<file path="config.mk">
export PLATFORM = sky130hd
export DESIGN_NAME = kgp_operand_stage
export DESIGN_NICKNAME = d
export VERILOG_FILES = /design/src/rtl/kgp_operand_stage.sv
export SDC_FILE = /design/constraint.sdc
export NUM_CORES = 1
export LEC_CHECK = 0
export ABC_AREA = 1
export BUFFER_PORTS_ARGS = -buffer_cell sky130_fd_sc_hd__buf_2
export CAP_MARGIN = 25
export CORE_MARGIN = 2
export CORE_UTILIZATION = 46
export CTS_BUF_LIST = sky130_fd_sc_hd__clkbuf_8
export DETAILED_ROUTE_END_ITERATION = 12
export PLACE_DENSITY = 0.8
export SYNTH_ARGS = -nofsm -noshare
export SYNTH_HDL_FRONTEND = slang
export SYNTH_SLANG_ARGS = --single-unit
</file>
<file path="constraint.sdc">
create_clock -name clk -period 7.1 [get_ports clk]
set_input_delay 0.71 -clock clk [delete_from_list [all_inputs] [get_ports clk]]
set_output_delay 0.71 -clock clk [all_outputs]
set_load 0.02 [all_outputs]
</file>
<file path="src/rtl/kgp_operand_stage.sv">
// Operand front end for the 16-bit prefix adder: encodes add/sub operands into
// generate/propagate vectors behind a 2-entry skid buffer with registered in_ready.
module kgp_operand_stage #(
  parameter int WIDTH = 16
) (
  input  logic             clk,
  input  logic             reset,
  input  logic             in_valid,
  output logic             in_ready,
  input  logic [WIDTH-1:0] a,
  input  logic [WIDTH-1:0] b,
  input  logic             cin,
  input  logic             sub,
  output logic             out_valid,
  input  logic             out_ready,
  output logic [WIDTH:0]   kgp_one,
  output logic [WIDTH:0]   kgp_two,
  output logic             out_sub,
  output logic [15:0]      xfer_count
);

  logic             m_valid_q, m_valid_d;
  logic [WIDTH:0]   m_g_q, m_g_d;
  logic [WIDTH:0]   m_p_q, m_p_d;
  logic             m_sub_q, m_sub_d;
  logic             s_valid_q, s_valid_d;
  logic [WIDTH:0]   s_g_q, s_g_d;
  logic [WIDTH:0]   s_p_q, s_p_d;
  logic             s_sub_q, s_sub_d;
  logic [15:0]      xfer_count_q, xfer_count_d;

  logic [WIDTH-1:0] b_eff;
  logic             cin_eff;
  logic [WIDTH:0]   new_g;
  logic [WIDTH:0]   new_p;
  logic             accept;
  logic             xfer;
  logic             m_free;

  // Subtraction is a + ~b + 1, so only the encoded g/p vectors need storing.
  assign b_eff   = sub ? ~b : b;
  assign cin_eff = sub | cin;
  assign new_g   = {a & b_eff, cin_eff};
  assign new_p   = {a ^ b_eff, 1'b0};

  assign accept = in_valid & ~s_valid_q;
  assign xfer   = m_valid_q & out_ready;
  assign m_free = ~m_valid_q | xfer;

  always_comb begin
    // NOTE: every *_d gets its hold value first so no path leaves it unassigned (no latches).
    m_valid_d    = m_valid_q;
    m_g_d        = m_g_q;
    m_p_d        = m_p_q;
    m_sub_d      = m_sub_q;
    s_valid_d    = s_valid_q;
    s_g_d        = s_g_q;
    s_p_d        = s_p_q;
    s_sub_d      = s_sub_q;
    xfer_count_d = xfer_count_q + {15'd0, xfer};

    if (m_free) begin
      if (s_valid_q) begin
        // in_ready is low while S is full, so no new pair competes for M here.
        m_valid_d = 1'b1;
        m_g_d     = s_g_q;
        m_p_d     = s_p_q;
        m_sub_d   = s_sub_q;
        s_valid_d = 1'b0;
      end else if (accept) begin
        m_valid_d = 1'b1;
        m_g_d     = new_g;
        m_p_d     = new_p;
        m_sub_d   = sub;
      end else begin
        m_valid_d = 1'b0;
      end
    end else if (accept) begin
      s_valid_d = 1'b1;
      s_g_d     = new_g;
      s_p_d     = new_p;
      s_sub_d   = sub;
    end
  end

  // NOTE: state registers use non-blocking assignments so all flops update together on the edge.
  always_ff @(posedge clk or posedge reset) begin
    if (reset) begin
      m_valid_q    <= 1'b0;
      m_g_q        <= '0;
      m_p_q        <= '0;
      m_sub_q      <= 1'b0;
      s_valid_q    <= 1'b0;
      s_g_q        <= '0;
      s_p_q        <= '0;
      s_sub_q      <= 1'b0;
      xfer_count_q <= '0;
    end else begin
      m_valid_q    <= m_valid_d;
      m_g_q        <= m_g_d;
      m_p_q        <= m_p_d;
      m_sub_q      <= m_sub_d;
      s_valid_q    <= s_valid_d;
      s_g_q        <= s_g_d;
      s_p_q        <= s_p_d;
      s_sub_q      <= s_sub_d;
      xfer_count_q <= xfer_count_d;
    end
  end

  assign in_ready   = ~s_valid_q;
  assign out_valid  = m_valid_q;
  assign kgp_one    = m_g_q;
  assign kgp_two    = m_p_q;
  assign out_sub    = m_sub_q;
  assign xfer_count = xfer_count_q;

endmodule

</file>
# Word-level counts from Yosys, hierarchy flattened
# Index checks and enable logic that the tools add are counted.
# Widths: inputs -> output; s select.
# word_totals
reg_bits	87
in_bits	38
out_inout_bits	53
elab_cells	35
# op_classes
n_addsub	1
muxes	11
n_bitwise	10
reduce_logical	4
# ops
cell	n
$mux 17	4
$add 16x1->16	1
$and 16x16->16	1
$mux 16	1
$not 16->16	1
$xor 16x16->16	1
$mux 1	6
$reduce_and 2->1	2
$reduce_bool 2->1	2
$not 1->1	3
$and 1x1->1	2
$or 1x1->1	2

# Depth between registers and ports, before layout
# Gate-level depths: netlist of the first run.
# logic_depth
word_depth	5
depth_mapped	10
ltp_nobuf	10

# Least setup slack after synthesis of the first run
# Ideal clock, no wire load.
# synth_timing
path_kind	in2reg
startpoint	in sub
endpoint	reg m_p_q[13] (netlist: kgp_two[13])
setup_ps	123
t_arrival_ps	1755
required_time_ps	6977
setup_slack_ps	5221
path_stages	8
n_path_buf	2
path_cell_list	buf_2 -> buf_4 -> xor2_1 -> ha_1 -> inv_1 -> nand2_1 -> o21ai_0 -> o21ai_2
# synth_via
elab_chain_cells	4
# synth_rtl
item	line_no	text
start, declared	13	input logic sub,
$mux 16	41	assign b_eff = sub ? ~b : b;
$xor 16x16->16	44	assign new_p = {a ^ b_eff, 1'b0};
named net new_p[13]	35	logic [WIDTH:0] new_p;
$mux 17	70	end else if (accept) begin
$mux 17	63	if (s_valid_q) begin
end signal, assigned	101	m_p_q <= m_p_d;
end, declared	24	logic [WIDTH:0] m_p_q, m_p_d;
# The timed path passes the listed nets, and every way through them passes these cells. The select of a mux whose other input is x is not followed.
# A chain may end at the register's enable or synchronous reset.

# Worst setup path after layout of the first run
# layout_timing
startpoint	reg s_valid_q
endpoint	reg s_g_q[14]
# layout_via
elab_chain_cells	3
# layout_rtl
item	line_no	text
start, declared	26	logic s_valid_q, s_valid_d;
start signal, assigned	103	s_valid_q <= s_valid_d;
$not 1->1	46	assign accept = in_valid & ~s_valid_q;
$and 1x1->1	46	
$reduce_and 2->1 (no line)	n/a	
end signal, assigned	104	s_g_q <= s_g_d;
end, declared	27	logic [WIDTH:0] s_g_q, s_g_d;
# Every way passes these cells.

==> results of run 1 <==
-- cells in the final DEF, fill, tap and decap left out, drive strengths merged --
cell,n
nand4,3
ha,19
nor2,20
clkbuf,9
inv,51
a21oi,1
conb,1
bufinv,3
buf,93
xnor2,3
clkinv,2
xor2,21
o21ai,103
nand2,133
nand3b,1
nand3,6
dfrtp,86
-- layer usage --
layer,vias up,wire (µm),track usage (%),share of wire [%]
met5,-,0,0,0
met4,0,180,6.32,2.0
met3,18,377,4.75,4.2
met2,90,4320,30.2,48
met1,1535,4080,26.9,46
li1,1645,-,-,-
-- cells by family (layout without fill, tap and decap cells) --
| logic type | after synthesis | in the layout | share of synthesized area, % |
|---|---|---|---|
| xor gates and xnor gates | 24 | 24 | 5.08 |
| and+or+nand+nor | 163 | 163 | 15.7 |
| adders and majority gates | 19 | 19 | 5.75 |
| AOI/OAI and AO/OA | 104 | 104 | 12.7 |
| buffers and inverters | 73 | 158 | 8.66 |
| other | 1 | 1 | 0.0907 |
| DFF | 86 | 86 | 52.1 |
-- worst min path at each step --
stage               from    endpoint  slack (ns)  cells after the start
2_1_floorplan  s_g_q[10]   s_g_q[10]        0.45                      2
3_3_place_gp    s_g_q[7]    s_g_q[7]        0.46                      2
3_5_place_dp    s_g_q[7]    s_g_q[7]        0.47                      2
4_1_cts         s_g_q[7]    s_g_q[7]        0.49                      2
5_1_grt         s_g_q[7]    s_g_q[7]        0.51                      2
6_report           reset  kgp_one[8]        0.49                      3
-- report_power, final --
group / leakage (nW) / internal, mW / switching, mW / total [mW]
Sequential: 1.09 / 0.592 / 0.0679 / 0.660
Combinational: 1.38 / 0.126 / 0.229 / 0.355
Clock: 0.127 / 0.230 / 0.167 / 0.397
-- stage by stage --
step	total power, mW	util (%)
6_report	1.41	55.7
5_1_grt	1.50	55.7
4_1_cts	1.42	55.4
3_5_place_dp	1.02	52.8
3_3_place_gp	1.00	52.2
2_1_floorplan	0.897	-
-- cell usage after synthesis --
master / count
a21oi_1: 1
buf_2: 7
buf_4: 2
buf_6: 9
clkbuf_1: 6
conb_1: 1
dfrtp_1: 86
ha_1: 19
inv_1: 47
inv_2: 2
nand2_1: 133
nand3_1: 5
nand3_2: 1
nand3b_1: 1
nand4_1: 3
nor2_1: 17
nor2_2: 2
nor2_4: 1
o21ai_0: 74
o21ai_1: 28
o21ai_2: 1
xnor2_1: 3
xor2_1: 21
-- flip-flops by register name (all words and copies together), names as in the netlist --
| name | count |
|---|---|
| s_g_q | 17 |
| s_valid_q | 1 |
| kgp_one | 17 |
| s_p_q | 16 |
| kgp_two | 16 |
| out_valid | 1 |
| s_sub_q | 1 |
| xfer_count | 16 |
| out_sub | 1 |
-- layout make-up --
class	instances	area (µm²)
clock inverter	7	106
tap	108	135
inverter	49	185
multi-input combinational	311	1620
clock buffer	9	124
timing repair buffer	93	528
sequential	86	2150
fill	774	3870
-- worst max-delay path, cell delays in order (launching register included) --
cell     delay, ns
dfrtp_1       0.43
inv_2         0.68
nand3_2       0.74
buf_16        0.40
nand2_1       0.07
o21ai_0       0.08
==> metrics.cfg, run 1 <==
[outcome]
outcome = completed

[placed_design]
gp_congestion = 0.850
port_buffers = 89
pre_cts_ws_ns = 4.59
placed_cells = 646
placed_cell_area_mm2 = 0.00460
dp_hpwl_mm = 6.43

[route]
drc = 0
route.antenna.remaining_nets = 0
drtIter0Drc = 159
num_vias = 3288
routedWlPerCell_um = 13.5
postRouteWirelength_mm = 8.96
firstDrtPassIters = 4
vias_per_cell = 4.96

[clock_network]
cts_buffer_depth = 2
cts_resized = 0
cts_setup_buffers = 0
cts_buffers = 9
clkLatencyLatePin_ns = 0.34
cts_tree = done
clk_pin_slew_ns = 0.08
cts.sinks = 86
htreeDepth = 3
cts_hold_buf = 0
cts_root_buf = clkbuf_8

[layout]
stdcell_count = 663
fin_nets = 607
insertedDiodeCount = 0
design_area_mm2 = 0.00485
area_growth_pct = 17.4
drive_gt1_share_pct = 20.5

[yosys]
synth_nets = 527
synth-seq-cells = 86
yosys.cell_types.count = 23
seq_area_frac_synth_pct = 52.1
netlist_instances = 470
synthTopCellsByArea = dfrtp_1 (52%), nand2_1 (12%), o21ai_0 (9.0%), ha_1 (5.8%), xor2_1 (4.4%)
ys.warnings.count = 0
synth_top_area_cell = dfrtp_1
avgSynthCellArea_um2 = 8.80
synth.top_cell.area_share_pct = 52.1
mappedNetlistArea_mm2 = 0.00413

[critical_path]
reg2reg_from = s_valid_q
setup.worst_path.end = s_g_q[14]
crit_start = s_valid_q
critical_path_class = reg2reg
reg2reg_slack_ns = 4.55
start_kind = register
r2r_end = s_g_q[14]
crit_required_ns = 7.32
crit_path_max_fanout = 68
end_kind = register
arrival_ns = 2.77
reg2reg_depth = 5

[global_routing]
antenna_found_initial = 0
grt_max_degree = 69
grt_util_all_layers_pct = 19.4
grt_pass1_vias = 3211
grt_overflow = 0
grt_pass1_wl_mm = 15.2

[pwr]
p_per_area_mw_per_mm2 = 291
leakagePower_nw = 2.59
vdd_ir_drop_max_mv = 0.146

[flow_run]
drv_cap = 0

[die]
fp.dieArea_mm2 = 0.00976
die_w_um = 98.8
core_region_area_mm2 = 0.00872
placementRows = 34
die_y_um = 98.8
start_util_pct = 47.4
ios = 91

[worst_hold_path]
hp-class = in2async

[timing]
timing.hold.ws_ns = 0.486
layout_min_cycle_time_ns = 2.55
worst_slack_ns = 4.55
relSlewSlack_pct = 38.7
drv_slew = 0
period_share_pct = 35.9
hold_violations = 0
worst_slew_pin_slew_ns = 0.918
setup_viol = 0
max_freq_mhz = 393
rsz0062_at_grt = no
fin_skew_ns = 0.0102
fin_setup_tns_ns = 0

(Power assumes the default switching activity.)
==> run 2, diff against run 1 <==
PLACE_DENSITY = 0.83   (was 0.8)
clock period = 2.1 ns   (was 7.1 ns; I/O delays follow)
==> run 2 against run 1 <==
First-iteration DRC count grew 48%; clock power rose to 2.9 times the previous value; register-to-register slack got worse by 4.1 ns; clock skew rose by 0.0037 ns; highest routed layer unchanged; via count increased by 2.3%; sequential cell count stayed put; critical path type is now reg2out; global-route usage rose by 0.50 points; sequential power grew to 3.4 times the previous value; sequential share of layout area is 0.18 points higher; total power increased to 3.3 times the previous value; critical path depth decreased by 2.
==> metrics.cfg, run 2 (synthesis gave the netlist of run 1 again) <==
[outcome]
outcome = completed

[global_routing]
grt_pass1_vias = 3211  ; unchanged
antenna_found_initial = 0  ; unchanged
use_met1_pct = 28.2  ; +1.3 points
grt_overflow = 0  ; unchanged
grt_util_all_layers_pct = 19.9  ; +0.50 points
top_usage_layer = met2
grt_pass1_wl_mm = 15.5  ; +2.1%
grt_max_degree = 69  ; unchanged
grt_use_met3_pct = 4.54  ; -0.21 points
gr-usage-met2_pct = 31.4  ; +1.2 points

[timing]
hold_violations = 0  ; unchanged
worst_slew_pin_slew_ns = 0.661  ; -0.257 ns
fin_skew_ns = 0.0138  ; +0.00369 ns
layout_min_cycle_time_ns = 1.71
rsz0062_at_grt = no
drv_slew = 0  ; unchanged
setup_viol = 0  ; unchanged
max_freq_mhz = 584
relSlewSlack_pct = 55.8  ; +17 points
fin_setup_tns_ns = 0  ; unchanged
period_share_pct = 81.5
timing.hold.ws_ns = 0.0895  ; -0.396 ns

[die]
die_w_um = 98.8  ; unchanged
ios = 91  ; unchanged
start_util_pct = 47.4  ; unchanged
fp.dieArea_mm2 = 0.00976  ; unchanged
placementRows = 34  ; unchanged
core_region_area_mm2 = 0.00872  ; unchanged
die_y_um = 98.8  ; unchanged

[clock_network]
htreeDepth = 3  ; unchanged
cts_tree = done
cts.sinks = 86  ; unchanged
cts_setup_buffers = 0  ; unchanged
clk_pin_slew_ns = 0.10  ; +0.02 ns
clkLatencyLatePin_ns = 0.37  ; +0.03 ns
cts_buffer_depth = 2  ; unchanged
cts_root_buf = clkbuf_8
cts_buffers = 9  ; unchanged

[critical_path]
setup.worst_path.end = in_ready
crit_required_ns = 1.89  ; -5.43 ns
critical_path_class = reg2out
reg2reg_depth = 9  ; +4
crit_path_max_fanout = 41  ; -40%
crit_start = s_valid_q
start_kind = register
end_kind = output pin
reg2reg_slack_ns = 0.41  ; -4.14 ns
r2r_end = xfer_count[14]
arrival_ns = 1.50  ; -1.27 ns
reg2reg_from = out_valid

[route]
drtIter0Drc = 236  ; +48%
firstDrtPassIters = 4  ; unchanged
num_vias = 3362  ; +2.3%
drc = 0  ; unchanged
route.antenna.remaining_nets = 0  ; unchanged
vias_per_cell = 5.05  ; +1.8%
postRouteWirelength_mm = 9.35  ; +4.4%
routedWlPerCell_um = 14.0  ; +3.9%

[layout]
drive_gt1_share_pct = 21.3  ; +0.79 points
fill_cells = 767  ; -0.90%
design_area_mm2 = 0.00483  ; -0.41%
insertedDiodeCount = 0  ; unchanged
fin_nets = 610  ; +0.49%
area_growth_pct = 16.9
layout_commonest_cell = nand2_1
layout_common_cells = nand2_1 (133), buf_2 (89), dfrtp_1 (86), o21ai_0 (74), inv_1 (46)
post-route-util_pct = 55.4  ; -0.23 points

[pwr]
vdd_ir_drop_max_mv = 0.481  ; +230%
p_per_area_mw_per_mm2 = 954  ; +230%
leakagePower_nw = 2.57  ; -0.90%

[placed_design]
dp_hpwl_mm = 6.74  ; +4.8%
gp_congestion = 0.787  ; -7.4%
port_buffers = 89  ; unchanged
placed_cell_area_mm2 = 0.00463  ; +0.49%

[flow_run]
drv_cap = 0  ; unchanged

[worst_hold_path]
hp-class = in2reg

-- run 2: layer usage --
layer	wire length (µm)	share of wire, %	vias to the layer above
li1	-	-	1653
met1	4290	46	1575
met2	4420	47	125
met3	554	5.9	9
met4	86	0.92	0
met5	0	0	-
-- run 2: final cells by class --
class / count / area (µm²) / share of cell area [%]
flip-flops and latches: 86 / 2150 / 44.5
inverters: 49 / 188 / 3.88
multi-input cells: 311 / 1620 / 33.6
repair buffers: 96 / 538 / 11.1
clock buffers: 9 / 124 / 2.56
well taps: 108 / 135 / 2.80
clock inverters: 7 / 73.8 / 1.53
-- run 2: what timing repair did --
item	in CTS	in global routing
hold buffers	1	0
resized for setup	0	0
endpoints found under the hold margin	27	0
-- run 2: worst max-delay path: stages, from the launching register on --
cell and delay (ns):
dfrtp_1 0.45, inv_2 0.09, buf_4 0.35, buf_2 0.24
-- run 2: power by group --
| group | internal, mW | total (mW) | switching, mW | leakage [nW] |
|---|---|---|---|---|
| sequential | 2.00 | 2.23 | 0.231 | 1.09 |
| clock | 0.469 | 1.17 | 0.698 | 0.101 |
| combinational | 0.428 | 1.21 | 0.785 | 1.38 |
| total | 2.90 | 4.61 | 1.71 | 2.57 |
-- run 2: stage by stage --
| step | total power [mW] | cells | setup slack [ns] |
|---|---|---|---|
| detailed placement | 3.49 | 649 | 0.439 |
| global route | 4.88 | 666 | 0.295 |
| global placement | 3.42 | 649 | 0.592 |
| floorplan | 3.03 | 470 | 0.546 |
| finish | 4.61 | 666 | 0.388 |
| CTS | 4.65 | 666 | 0.387 |
-- run 2: worst min path at each step --
stage,start,endpoint,slack [ns],depth (start not counted)
after floorplan,in_valid,out_valid,0.32,2
after global placement,reset,kgp_one[6],0.33,2
after detailed placement,reset,kgp_one[6],0.33,2
after CTS,in_valid,out_valid,0.08,3
after global routing,in_valid,out_valid,0.1,3
final,in_valid,out_valid,0.09,3
==> run 3, diff against run 2 <==
clock period = 1.5 ns   (was 2.1 ns; I/O delays follow)
==> run 3 against run 2 <==
Register-to-register slack worse by 0.35 ns; non-clock buffer count is 12 higher; first-iteration DRC count is 15% lower; critical endpoint is now xfer_count[14]; largest cell class unchanged; highest routed layer unchanged.
==> metrics.cfg, run 3 (synthesis gave the netlist of run 1 again) <==
[outcome]
outcome = completed

[timing]
timing.hold.ws_ns = 0.0369  ; -0.0526 ns
hold_violations = 0  ; unchanged
relSlewSlack_pct = 65.2  ; +9.3 points
layout_min_cycle_time_ns = 1.44
fin_setup_tns_ns = 0  ; unchanged
fin_skew_ns = 0.0104  ; -0.00345 ns
max_freq_mhz = 695
setup_viol = 0  ; unchanged
worst_slew_pin_slew_ns = 0.521  ; -0.140 ns
period_share_pct = 95.9
drv_slew = 0  ; unchanged

[pwr]
combinationalPowerShare_pct = 27.5  ; +1.2 points
sequentialPowerShare_pct = 47.4  ; -1.0 points
vdd_ir_drop_max_mv = 0.690  ; +43%
internal_power_mw = 4.30  ; +49%
netSwitchingPower_mw = 2.40  ; +40%
switching_share_pct = 35.8  ; -1.3 points
clock_power_share_pct = 25.1  ; -0.2 points
leakagePower_nw = 2.66  ; +3.7%
p_per_area_mw_per_mm2 = 1320  ; +38%

[global_routing]
grt_pass1_vias = 3249  ; +1.2%
grt_overflow = 0  ; unchanged
grt_pass1_wl_mm = 15.6  ; +0.62%
grt_max_degree = 35  ; -49%
antenna_found_initial = 0  ; unchanged
grt_util_all_layers_pct = 20.2  ; +0.26 points

[clock_network]
clk_pin_slew_ns = 0.09  ; about the same
clkLatencyLatePin_ns = 0.36  ; about the same
cts_buffers = 9  ; unchanged
cts.sinks = 86  ; unchanged
htreeDepth = 3  ; unchanged
cts_buffer_depth = 2  ; unchanged
cts_tree = done
cts_root_buf = clkbuf_8

[route]
top_layer = met4
vias_per_cell = 5.04  ; -0.13%
route.antenna.remaining_nets = 0  ; unchanged
postRouteWirelength_mm = 9.49  ; +1.5%
dr_wl_met2_mm = 4.53  ; +2.4%
route.met3.wl_um = 539  ; -2.7%
routedWlPerCell_um = 14.0  ; -0.33%
num_vias = 3418  ; +1.7%
drtIter0Drc = 201  ; -15%
firstDrtPassIters = 4  ; unchanged
wl_met1_mm = 4.25  ; -0.89%
drc = 0  ; unchanged

[critical_path]
arrival_ns = 1.70  ; +0.20 ns
crit_path_max_fanout = 4  ; -90%
end_kind = register
start_kind = register
critical_path_class = reg2reg
crit_required_ns = 1.76  ; -0.13 ns

[layout]
insertedDiodeCount = 0  ; unchanged
drive_gt1_share_pct = 24.6  ; +3.2 points
layout_commonest_cell = nand2_1
post-route-util_pct = 58.2  ; +2.8 points
seqCellArea_mm2 = 0.00215  ; about the same
area_growth_pct = 22.9
fill_cells = 754  ; -1.7%
multi_input_area_mm2 = 0.00167  ; +3.1%
layout_common_cells = nand2_1 (132), buf_2 (89), dfrtp_1 (85), o21ai_0 (73), inv_1 (44)
fin_nets = 622  ; +2.0%

[placed_design]
gp_congestion = 0.774  ; -1.7%
port_buffers = 89  ; unchanged
dp_hpwl_mm = 6.87  ; +2.0%

[die]
fp.dieArea_mm2 = 0.00976  ; unchanged
ios = 91  ; unchanged
die_y_um = 98.8  ; unchanged
core_region_area_mm2 = 0.00872  ; unchanged
placementRows = 34  ; unchanged
start_util_pct = 47.4  ; unchanged
die_w_um = 98.8  ; unchanged

[flow_run]
drv_cap = 0  ; unchanged

[worst_hold_path]
hp-class = in2reg

==> run 3: path summary, 6_finish.rpt <==
check / end / slack [ns] / startpoint / depth (start not counted)
worst min register to register: s_g_q[10] / 0.49 / s_g_q[10] / 2
worst max register to register: xfer_count[14] / 0.06 / out_valid / 9
min in group asynchronous: kgp_one[3] / 0.38 / reset / 3
worst min-delay path: out_valid / 0.04 / in_valid / 3
max in group asynchronous: s_g_q[16] / 0.63 / reset / 4
worst max-delay path: xfer_count[14] / 0.06 / out_valid / 9
==> run 3: timing repair <==
item                                    4_1_cts  5_1_grt
hold buffers                                  1        0
endpoints found under the setup margin        2        8
gates resized for setup                       1       11
endpoints found under the hold margin        17        0
buffers inserted                              0        1
pin swaps                                     0        1
==> run 3: power groups by stage <==
stage               Clock [mW]  Sequential, mW  Combinational (mW)
detailed placement           0            3.18                1.79
global route              1.83            3.25                2.07
global placement             0            3.16                1.73
floorplan                    0            3.46               0.790
CTS                       1.72            3.15                1.81
finish                    1.68            3.18                1.85
==> run 3: area by class of cell <==
type / instances / area share (%)
Tap cell: 108 / 2.66
Timing Repair Buffer: 108 / 14.3
Inverter: 49 / 3.69
Clock buffer: 9 / 2.44
Clock inverter: 7 / 1.53
Multi-Input combinational cell: 311 / 33.0
Sequential cell: 86 / 42.4
==> run 3: stage by stage <==
step	power, mW	worst slack, ns	instance area (µm²)	cells
detailed placement	4.97	-0.0230	4810	660
global route	7.14	-0.0300	5080	678
floorplan	4.25	0.0111	4140	470
finish	6.71	0.0617	5080	678
global placement	4.89	0.0178	4810	660
CTS	6.68	0.00562	5030	677
==> run 3: worst max-delay path: stages (launching register included) <==
cell	delay, ns
dfrtp_2	0.37
nand2_1	0.09
inv_2	0.09
ha_4	0.15
ha_4	0.16
nand3_4	0.11
nor2_4	0.16
nand3_1	0.09
nand2_1	0.07
nand2_1	0.04
==> run 3: routing by layer <==
metal  vias to the layer above  track usage, %
met5                         -               0
li1                       1688               -
met1                      1599            27.3
met2                       116            32.0
met4                         0            6.43
met3                        15            5.25
